--- src/rtl/pwm_meter.sv ---
//------------------------------------------------------------------------------
// Module   : pwm_meter
// Measures the period, high time and duty of an asynchronous PWM/tone input.
// Revision : 1.0 - initial release
//------------------------------------------------------------------------------
`default_nettype none

module pwm_meter #(
  parameter logic [31:0] TIMEOUT   = 32'd2_000_000,
  parameter int          DUTY_BITS = 10
) (
  input  logic                 clk,
  input  logic                 rst,
  input  logic                 pwm_in,
  output logic [31:0]          period_o,
  output logic [31:0]          high_o,
  output logic [DUTY_BITS-1:0] duty_o,
  output logic                 valid,
  output logic                 silent
);

  typedef enum logic [1:0] {
    WAIT_FIRST = 2'd0,
    MEAS_HIGH  = 2'd1,
    MEAS_LOW   = 2'd2
  } state_t;

  localparam logic [3:0] c_last_step = 4'(DUTY_BITS - 1);

  state_t               r_state;
  logic                 r_sync1;
  logic                 r_s;
  logic                 r_s_d;
  logic [31:0]          r_cnt;
  logic [31:0]          r_high_c;
  logic                 r_busy;
  logic [3:0]           r_step;
  logic [31:0]          r_div_period;
  logic [31:0]          r_div_high;
  logic [31:0]          r_rem;
  logic [DUTY_BITS-1:0] r_quot;

  logic                 w_rise;
  logic                 w_fall;
  logic [31:0]          w_cnt_inc;
  logic                 w_timeout;
  logic [32:0]          w_rem2;
  logic                 w_ge;
  logic [31:0]          w_rem_next;
  logic [DUTY_BITS-1:0] w_quot_next;

  assign w_rise    = r_s & ~r_s_d;
  assign w_fall    = ~r_s & r_s_d;
  // Post-increment count: the number of cycles elapsed since the last rising edge.
  assign w_cnt_inc = (r_cnt == 32'hFFFF_FFFF) ? r_cnt : r_cnt + 32'd1;
  assign w_timeout = (r_state != WAIT_FIRST) && !w_rise && (w_cnt_inc >= TIMEOUT);

  // Restoring divide step; the true remainder is below the divisor, so 32-bit wrap is exact.
  assign w_rem2      = {r_rem, 1'b0};
  assign w_ge        = w_rem2 >= {1'b0, r_div_period};
  assign w_rem_next  = w_ge ? (w_rem2[31:0] - r_div_period) : w_rem2[31:0];
  assign w_quot_next = {r_quot[DUTY_BITS-2:0], w_ge};

  always_ff @(posedge clk or negedge rst) begin
    if (!rst) begin
      r_state      <= WAIT_FIRST;
      r_sync1      <= 1'b0;
      r_s          <= 1'b0;
      r_s_d        <= 1'b0;
      r_cnt        <= 32'd0;
      r_high_c     <= 32'd0;
      r_busy       <= 1'b0;
      r_step       <= 4'd0;
      r_div_period <= 32'd0;
      r_div_high   <= 32'd0;
      r_rem        <= 32'd0;
      r_quot       <= '0;
      period_o     <= 32'd0;
      high_o       <= 32'd0;
      duty_o       <= '0;
      valid        <= 1'b0;
      silent       <= 1'b1;
    end else begin
      r_sync1 <= pwm_in;
      r_s     <= r_sync1;
      r_s_d   <= r_s;
      valid   <= 1'b0;
      r_cnt   <= w_rise ? 32'd0 : w_cnt_inc;

      if (w_timeout) begin
        r_state  <= WAIT_FIRST;
        r_busy   <= 1'b0;
        period_o <= 32'd0;
        high_o   <= 32'd0;
        duty_o   <= '0;
        silent   <= 1'b1;
      end else begin
        case (r_state)
          WAIT_FIRST: begin
            if (w_rise) r_state <= MEAS_HIGH;
          end
          MEAS_HIGH: begin
            if (w_fall) begin
              r_high_c <= w_cnt_inc;
              r_state  <= MEAS_LOW;
            end
          end
          MEAS_LOW: begin
            if (w_rise) begin
              r_state <= MEAS_HIGH;
              // A period closing while the divider is still working is dropped.
              if (!r_busy) begin
                r_div_period <= w_cnt_inc;
                r_div_high   <= r_high_c;
                r_rem        <= r_high_c;
                r_quot       <= '0;
                r_step       <= 4'd0;
                r_busy       <= 1'b1;
              end
            end
          end
          default: r_state <= WAIT_FIRST;
        endcase

        if (r_busy) begin
          r_rem  <= w_rem_next;
          r_quot <= w_quot_next;
          r_step <= r_step + 4'd1;
          if (r_step == c_last_step) begin
            r_busy   <= 1'b0;
            period_o <= r_div_period;
            high_o   <= r_div_high;
            duty_o   <= w_quot_next;
            valid    <= 1'b1;
            silent   <= 1'b0;
          end
        end
      end
    end
  end

endmodule

`default_nettype wire

--- config.mk ---
export PLATFORM = sky130hd
export DESIGN_NAME = pwm_meter
export DESIGN_NICKNAME = d
export VERILOG_FILES = /design/src/rtl/pwm_meter.sv
export SDC_FILE = /design/constraint.sdc
export NUM_CORES = 1
export LEC_CHECK = 0
export ABC_AREA = 1
export BUFFER_PORTS_ARGS = -buffer_cell sky130_fd_sc_hd__buf_2
export CORE_MARGIN = 4
export CORE_UTILIZATION = 50
export CTS_CLUSTER_DIAMETER = 50
export DETAILED_ROUTE_END_ITERATION = 10
export PLACE_DENSITY = 0.64
export SLEW_MARGIN = 10
export SYNTH_ARGS = -nofsm -noshare
export SYNTH_HDL_FRONTEND = slang
export SYNTH_SLANG_ARGS = --single-unit
--- constraint.sdc ---
create_clock -name clk -period 3.4 [get_ports clk]
set_clock_uncertainty 0.1 [all_clocks]
set_input_delay 0.51 -clock clk [delete_from_list [all_inputs] [get_ports clk]]
set_output_delay 0.51 -clock clk [all_outputs]
set_load 0.005 [all_outputs]
# [Word-level counts from Yosys, hierarchy flattened]
# Cells that the tools add are included.
# Widths: inputs -> output; s select.
[classes] eq_ne=6 n_addsub=3 n_reduce_logical=15 mux=36 bitwise_logic=6 n_lt_le_gt_ge=2
[op_table] operator="$mux 32" n=12
[op_table] operator="$ge 33x32->1" n=1
[op_table] operator="$add 32x1->32 const B" n=1
[op_table] operator="$eq 32x32->1 const B" n=1
[op_table] operator="$ge 32x21->1 const B" n=1
[op_table] operator="$sub 32x32->32" n=1
[op_table] operator="$mux 10" n=3
[op_table] operator="$mux 9" n=3
[op_table] operator="$mux 4" n=3
[op_table] operator="$mux 1" n=11
[op_table] operator="$reduce_bool 2->1" n=5
[op_table] operator="$mux 2" n=3
[op_table] operator="$reduce_and 3->1" n=2
[op_table] operator="$add 4x1->4 const B" n=1
[op_table] operator="$eq 4x4->1 const B" n=1
[op_table] operator="$not 1->1" n=4
[op_table] operator="$pmux 2 s2" n=1
[op_table] operator="$reduce_and 2->1" n=2
[op_table] operator="$reduce_and 4->1" n=1
[op_table] operator="$ne 3x1->1 const B" n=1
[op_table] operator="$ne 3x3->1 const B" n=1
[op_table] operator="$and 1x1->1" n=2
[op_table] operator="$eq 2x1->1 const B" n=1
[op_table] operator="$eq 2x2->1 const B" n=1
[op_table] operator="4 further kinds" n=5
[totals] output_inout_bits=76 elab_cells=85 inputBits=3 register_bits=255

# [Longest topological paths before layout]
[depth] word_depth=7 mapped_depth=20 mapped_depth_nobuf=18

# [Worst setup path before layout]
# Ideal clock, no wire load.
[synth_timing] path_type="reg2reg" startpoint="register r_cnt[0]" endpoint="register r_quot[1]" synth_period_minus_slack_ns=2.609 arrival_time_ns=2.393 required_time_ns=3.183 slack_ns=0.791 n_path_buf=3 path_stages_with_launch=21 setup_ns=0.117 path_cell_list="dfrtp_1 > ha_1 > nand2_1 > nor2_4 > nand2_2 > nor2_4 > nand2_4 > inv_2 > buf_4 > nor2_1 > nand2_1 > nor2_1 > nand2_1 > nor2_1 > nand2_2 > nand2_4 > nand2_1 > buf_4 > buf_4 > nand2_1 > nand2_1"
[synth_between] elab_chain_len=6 elab_cells_between_ends=7 classes_between="1 x add/sub; 1 x order compare; 1 x eq/ne; 1 x mux; 1 x bitwise; 2 x reduce/logical"
[synth_lines] element="start: declaration" line="34" text="logic [31:0] r_cnt;"
[synth_lines] element="start signal: assignment" line="88" text="r_cnt <= w_rise ? 32'd0 : w_cnt_inc;"
[synth_lines] element="$add 32x1->32 / $eq 32x32->1 (equally long branches)" line="55" text="assign w_cnt_inc = (r_cnt == 32'hFFFF_FFFF) ? r_cnt : r_cnt + 32'd1;"
[synth_lines] element="$mux 32 (*)" line="55"
[synth_lines] element="$ge 32x21->1 (*)" line="56" text="assign w_timeout = (r_state != WAIT_FIRST) && !w_rise && (w_cnt_inc >= TIMEOUT);"
[synth_lines] element="$logic_and 1x1->1 (*)" line="56"
[synth_lines] element="$not 1->1 (no source line) (*)"
[synth_lines] element="$reduce_and 3->1 (no source line) (*)"
[synth_lines] element="end signal: assignment" line="127" text="r_quot <= w_quot_next;"
[synth_lines] element="end: declaration" line="41" text="logic [DUTY_BITS-1:0] r_quot;"
# Mark *: on every way between the ends. The rest lies on a longest branch, timed or not.
# A chain may end at the register's enable or synchronous reset.

# [Final worst setup path]
[layout_timing] startpoint="register r_cnt[6]" endpoint="register r_high_c[18]"
[layout_between] elab_chain_len=6 elab_cells_between_ends=7 classes_between="1 x add/sub; 1 x order compare; 1 x eq/ne; 1 x mux; 1 x bitwise; 2 x reduce/logical"
[layout_lines] element="$add 32x1->32 / $eq 32x32->1 (equally long branches)" line="55"
[layout_lines] element="$mux 32 (*)" line="55"
[layout_lines] element="$ge 32x21->1" line="56"
[layout_lines] element="$logic_and 1x1->1" line="56"
[layout_lines] element="$not 1->1 (no source line)"
[layout_lines] element="$reduce_and 3->1 (no source line)"
[layout_lines] element="end signal: assignment" line="104" text="r_high_c <= w_cnt_inc;"
[layout_lines] element="end: declaration" line="35" text="logic [31:0] r_high_c;"
# Marks and branches as above.

==> flow_summary.ini <==
[routing]
vias_per_cell = 5.30
route.detailed.drc = 0
drt_pre_antenna_iters = 5
routed_wire_length_per_instance_um = 17.0
postRouteAntennaNets = 0
drt_iter0_markers = 946
wl_um = 39600
routed-via-count = 12300

[final_layout]
p_r_area_growth_vs_syn_pct = 13.5
postLayoutCellArea_um2 = 15600
finalNetCount = 2001
area_taken_by_flip_flops_and_latches_um2 = 6380
antenna_cells_inserted = 0
nFillCells = 2623
multi_input_area_um2 = 6340
share_of_final_layout_standard_cells_stronger_than_drive_strength_1_pct = 9.32
layout.cells.most_common = sky130_fd_sc_hd__nand2_1
layout_common_cells = sky130_fd_sc_hd__nand2_1, sky130_fd_sc_hd__dfrtp_1, sky130_fd_sc_hd__nand3_1

[grt]
grt_start_max_net_pins = 91
initial_antenna_violation_count = 0
grt_pass1_vias = 11900
grt_first_pass_wirelength_um = 64600
grt.total_usage_pct = 26.0
gr-total-overflow = 0

[floorplan]
start_util_pct = 51.0
fp.dieW_um = 174
die_h_um = 174
design.die.area_um2 = 30300
coreArea_um2 = 27000
io-pin-count = 79
rows = 60

[critical_path]
crit_fanout = 51
cpMaxStageDelayCell = sky130_fd_sc_hd__dfrtp_1
critical_path_arrival_ns = 3.57
critPathRequiredTime_ns = 3.80
end_kind = flop
timing_worst_setup_path_type = flop to flop
cp-start-kind = flop
crit_top_cell = sky130_fd_sc_hd__nand2_1
crit_path_max_incr_delay_ns = 0.41
crit_path_cell_trace = nand2_1 -> nor2_1 -> nand2_1 -> nor2_2 -> nand2_1 -> nand2_1 -> nand2_1 -> nor2_1 -> nand2_1 -> nor2_1 -> nand2_1 -> nor2_1 -> nand2_2 -> nand2_4 -> buf_12 -> nand4_1 -> nand2_1

[clock_tree]
cts_sinks = 255
clock_path_buffers = 3
clk-insertion-delay-late_ns = 0.58
cts_made_buffers = 31
clock_pin_slew_reported_for_the_worst_setup_and_hold_paths_after_clock_tree_synthesis_ns = 0.06
cts-root-buf = sky130_fd_sc_hd__clkbuf_16
tritoncts = built
htreeDepth = 1

[yosys]
synth.net_count = 1937
synth_warnings = 0
yosys_register_bits = 255
syn-instance-count = 1898
ys.flop_type = sky130_fd_sc_hd__dfrtp_1
netlist_area_um2 = 13800
synth-seq-area-share_pct = 46.3
synth_async_sr_flop_share_pct = 100
synth_edf_count = 0
synth_cell_types = 40
synth_area_per_cell_um2 = 7.27

[placed_design]
place_congestion = 0.953
detailed_place_hpwl_um = 28300
placement.io_buffers = 78
place_ws_ns = 0.234
placedInstanceArea_um2 = 14600

[sta]
fin_worst_hold_slack_ns = 0.253
final.period_utilization_pct = 93.3
grt_setup_unrepaired = yes
slew_headroom_pct = 30.3
layout_setup_ws_ns = 0.229
setup_viol = 0
clock.fmax_ghz = 0.315
hold_viol = 0
worst-slew-pin-transition_ns = 1.04
drv_slew = 0
timing.final.crit_period_ns = 3.17

[pwr]
p_sw_mw = 5.12
p_seq_share_pct = 30.2
power.share.combinational_pct = 43.2
p_int_mw = 7.19
powerDensity_nw_per_um2 = 787
switching_share_pct = 41.6
clock_power_share_pct = 26.6
vdd_drop_max_mv = 0.563
power_leakage_nw = 8.81

[flow_run]
max_cap_violations = 0

[hold_path]
hold_class = flop to flop

[run_status]
outcome = finished clean
## layer usage
metal  global-route usage (%)  vias to the layer above  part of all wire, %
li1                         -                     6098                    -
met1                     39.3                     5809                   48
met2                     39.8                      363                   43
met3                     3.20                       54                  5.9
met4                     7.23                        0                  2.8
met5                        0                        -                    0
## cell families (layout without fill, tap and decap cells)
kind of cell / count (synthesis) / in the layout / share of synthesized area [%]
compound gates: 141 / 141 / 5.50
xor+xnor: 27 / 27 / 1.71
fa+ha+maj: 36 / 36 / 3.32
buf+inv: 261 / 348 / 7.91
flops: 255 / 255 / 46.3
simple gates: 1178 / 1178 / 35.3
## critical path, delay by kind of cell (launching register included)
kind	cells	cell delay, ns
AND/OR/NAND/NOR	16	2.28
buffers and inverters	1	0.26
flip-flops	1	0.41
## registers in the layout, indices dropped and copies added (netlist names), 2 cells and up
register and cells:
r_rem 32, r_div_period 32, high_o 32, r_high_c 32, r_cnt 32, r_div_high 32
r_quot 9, period_o 32, duty_o 10, r_step 4, r_state 2
## power groups by stage
stage	sequential, mW	clock, mW	combinational, mW
2_1_floorplan	3.65	0	3.88
3_3_place_gp	3.75	0	5.23
3_5_place_dp	3.75	0	5.27
4_1_cts	3.71	3.34	5.29
5_1_grt	3.77	3.48	6.10
6_report	3.72	3.28	5.32
## per-stage QoR
| stage | power, mW | utilization (%) | TNS, ns | std cells |
|---|---|---|---|---|
| CTS | 12.3 | 57.7 | 0 | 2325 |
| floorplan | 7.54 | - | 0 | 1898 |
| global route | 13.3 | 57.9 | -0.00652 | 2326 |
| finish | 12.3 | 57.9 | 0 | 2326 |
| global placement | 8.98 | 53.8 | 0 | 2267 |
| detailed placement | 9.03 | 53.8 | 0 | 2267 |
## cell usage after synthesis, types with 4 or more instances
cell,n,area share [%]
sky130_fd_sc_hd__nor2_1,157,4.3
sky130_fd_sc_hd__dfrtp_1,254,46
sky130_fd_sc_hd__nor3_1,7,0.25
sky130_fd_sc_hd__o21bai_1,5,0.27
sky130_fd_sc_hd__xnor2_1,16,1.0
sky130_fd_sc_hd__a21boi_0,4,0.22
sky130_fd_sc_hd__buf_6,9,0.73
sky130_fd_sc_hd__xor2_1,11,0.70
sky130_fd_sc_hd__nand3b_1,12,0.65
sky130_fd_sc_hd__a21o_1,5,0.27
sky130_fd_sc_hd__buf_1,11,0.30
sky130_fd_sc_hd__clkbuf_1,34,0.93
sky130_fd_sc_hd__buf_4,4,0.22
sky130_fd_sc_hd__nand4_1,27,1.2
sky130_fd_sc_hd__a21oi_1,36,1.3
sky130_fd_sc_hd__nand2_1,763,21
sky130_fd_sc_hd__inv_1,176,4.8
sky130_fd_sc_hd__o21ai_0,82,3.0
sky130_fd_sc_hd__ha_1,35,3.2
sky130_fd_sc_hd__nand3_1,193,7.0
sky130_fd_sc_hd__buf_2,23,0.83
## path summary, 6_finish.rpt
kind                          start           end  slack, ns  cells after the start
min in group asynchronous       rst     duty_o[2]       0.39                      2
setup / recovery           r_cnt[6]  r_high_c[18]       0.23                     17
hold reg to reg             r_sync1           r_s       0.25                      0
setup reg to reg           r_cnt[6]  r_high_c[18]       0.23                     17
hold / removal              r_sync1           r_s       0.25                      0
max in group asynchronous       rst     r_rem[27]       1.89                      3
## final cells by class
| cell class | count | area share (%) |
|---|---|---|
| Clock buffer | 40 | 5.49 |
| Multi-Input combinational cell | 1382 | 40.5 |
| Clock inverter | 16 | 1.10 |
| Timing Repair Buffer | 112 | 5.05 |
| Sequential cell | 255 | 40.8 |
| Tap cell | 341 | 2.73 |
| Inverter | 180 | 4.32 |
## timing repair
action	4_1_cts	5_1_grt
buffers inserted	0	0
setup endpoints to repair	0	9
endpoints found under the hold margin	70	0
hold buffers	2	0
resized for setup	0	3
No activity file was read; power rests on OpenSTA's default activity.
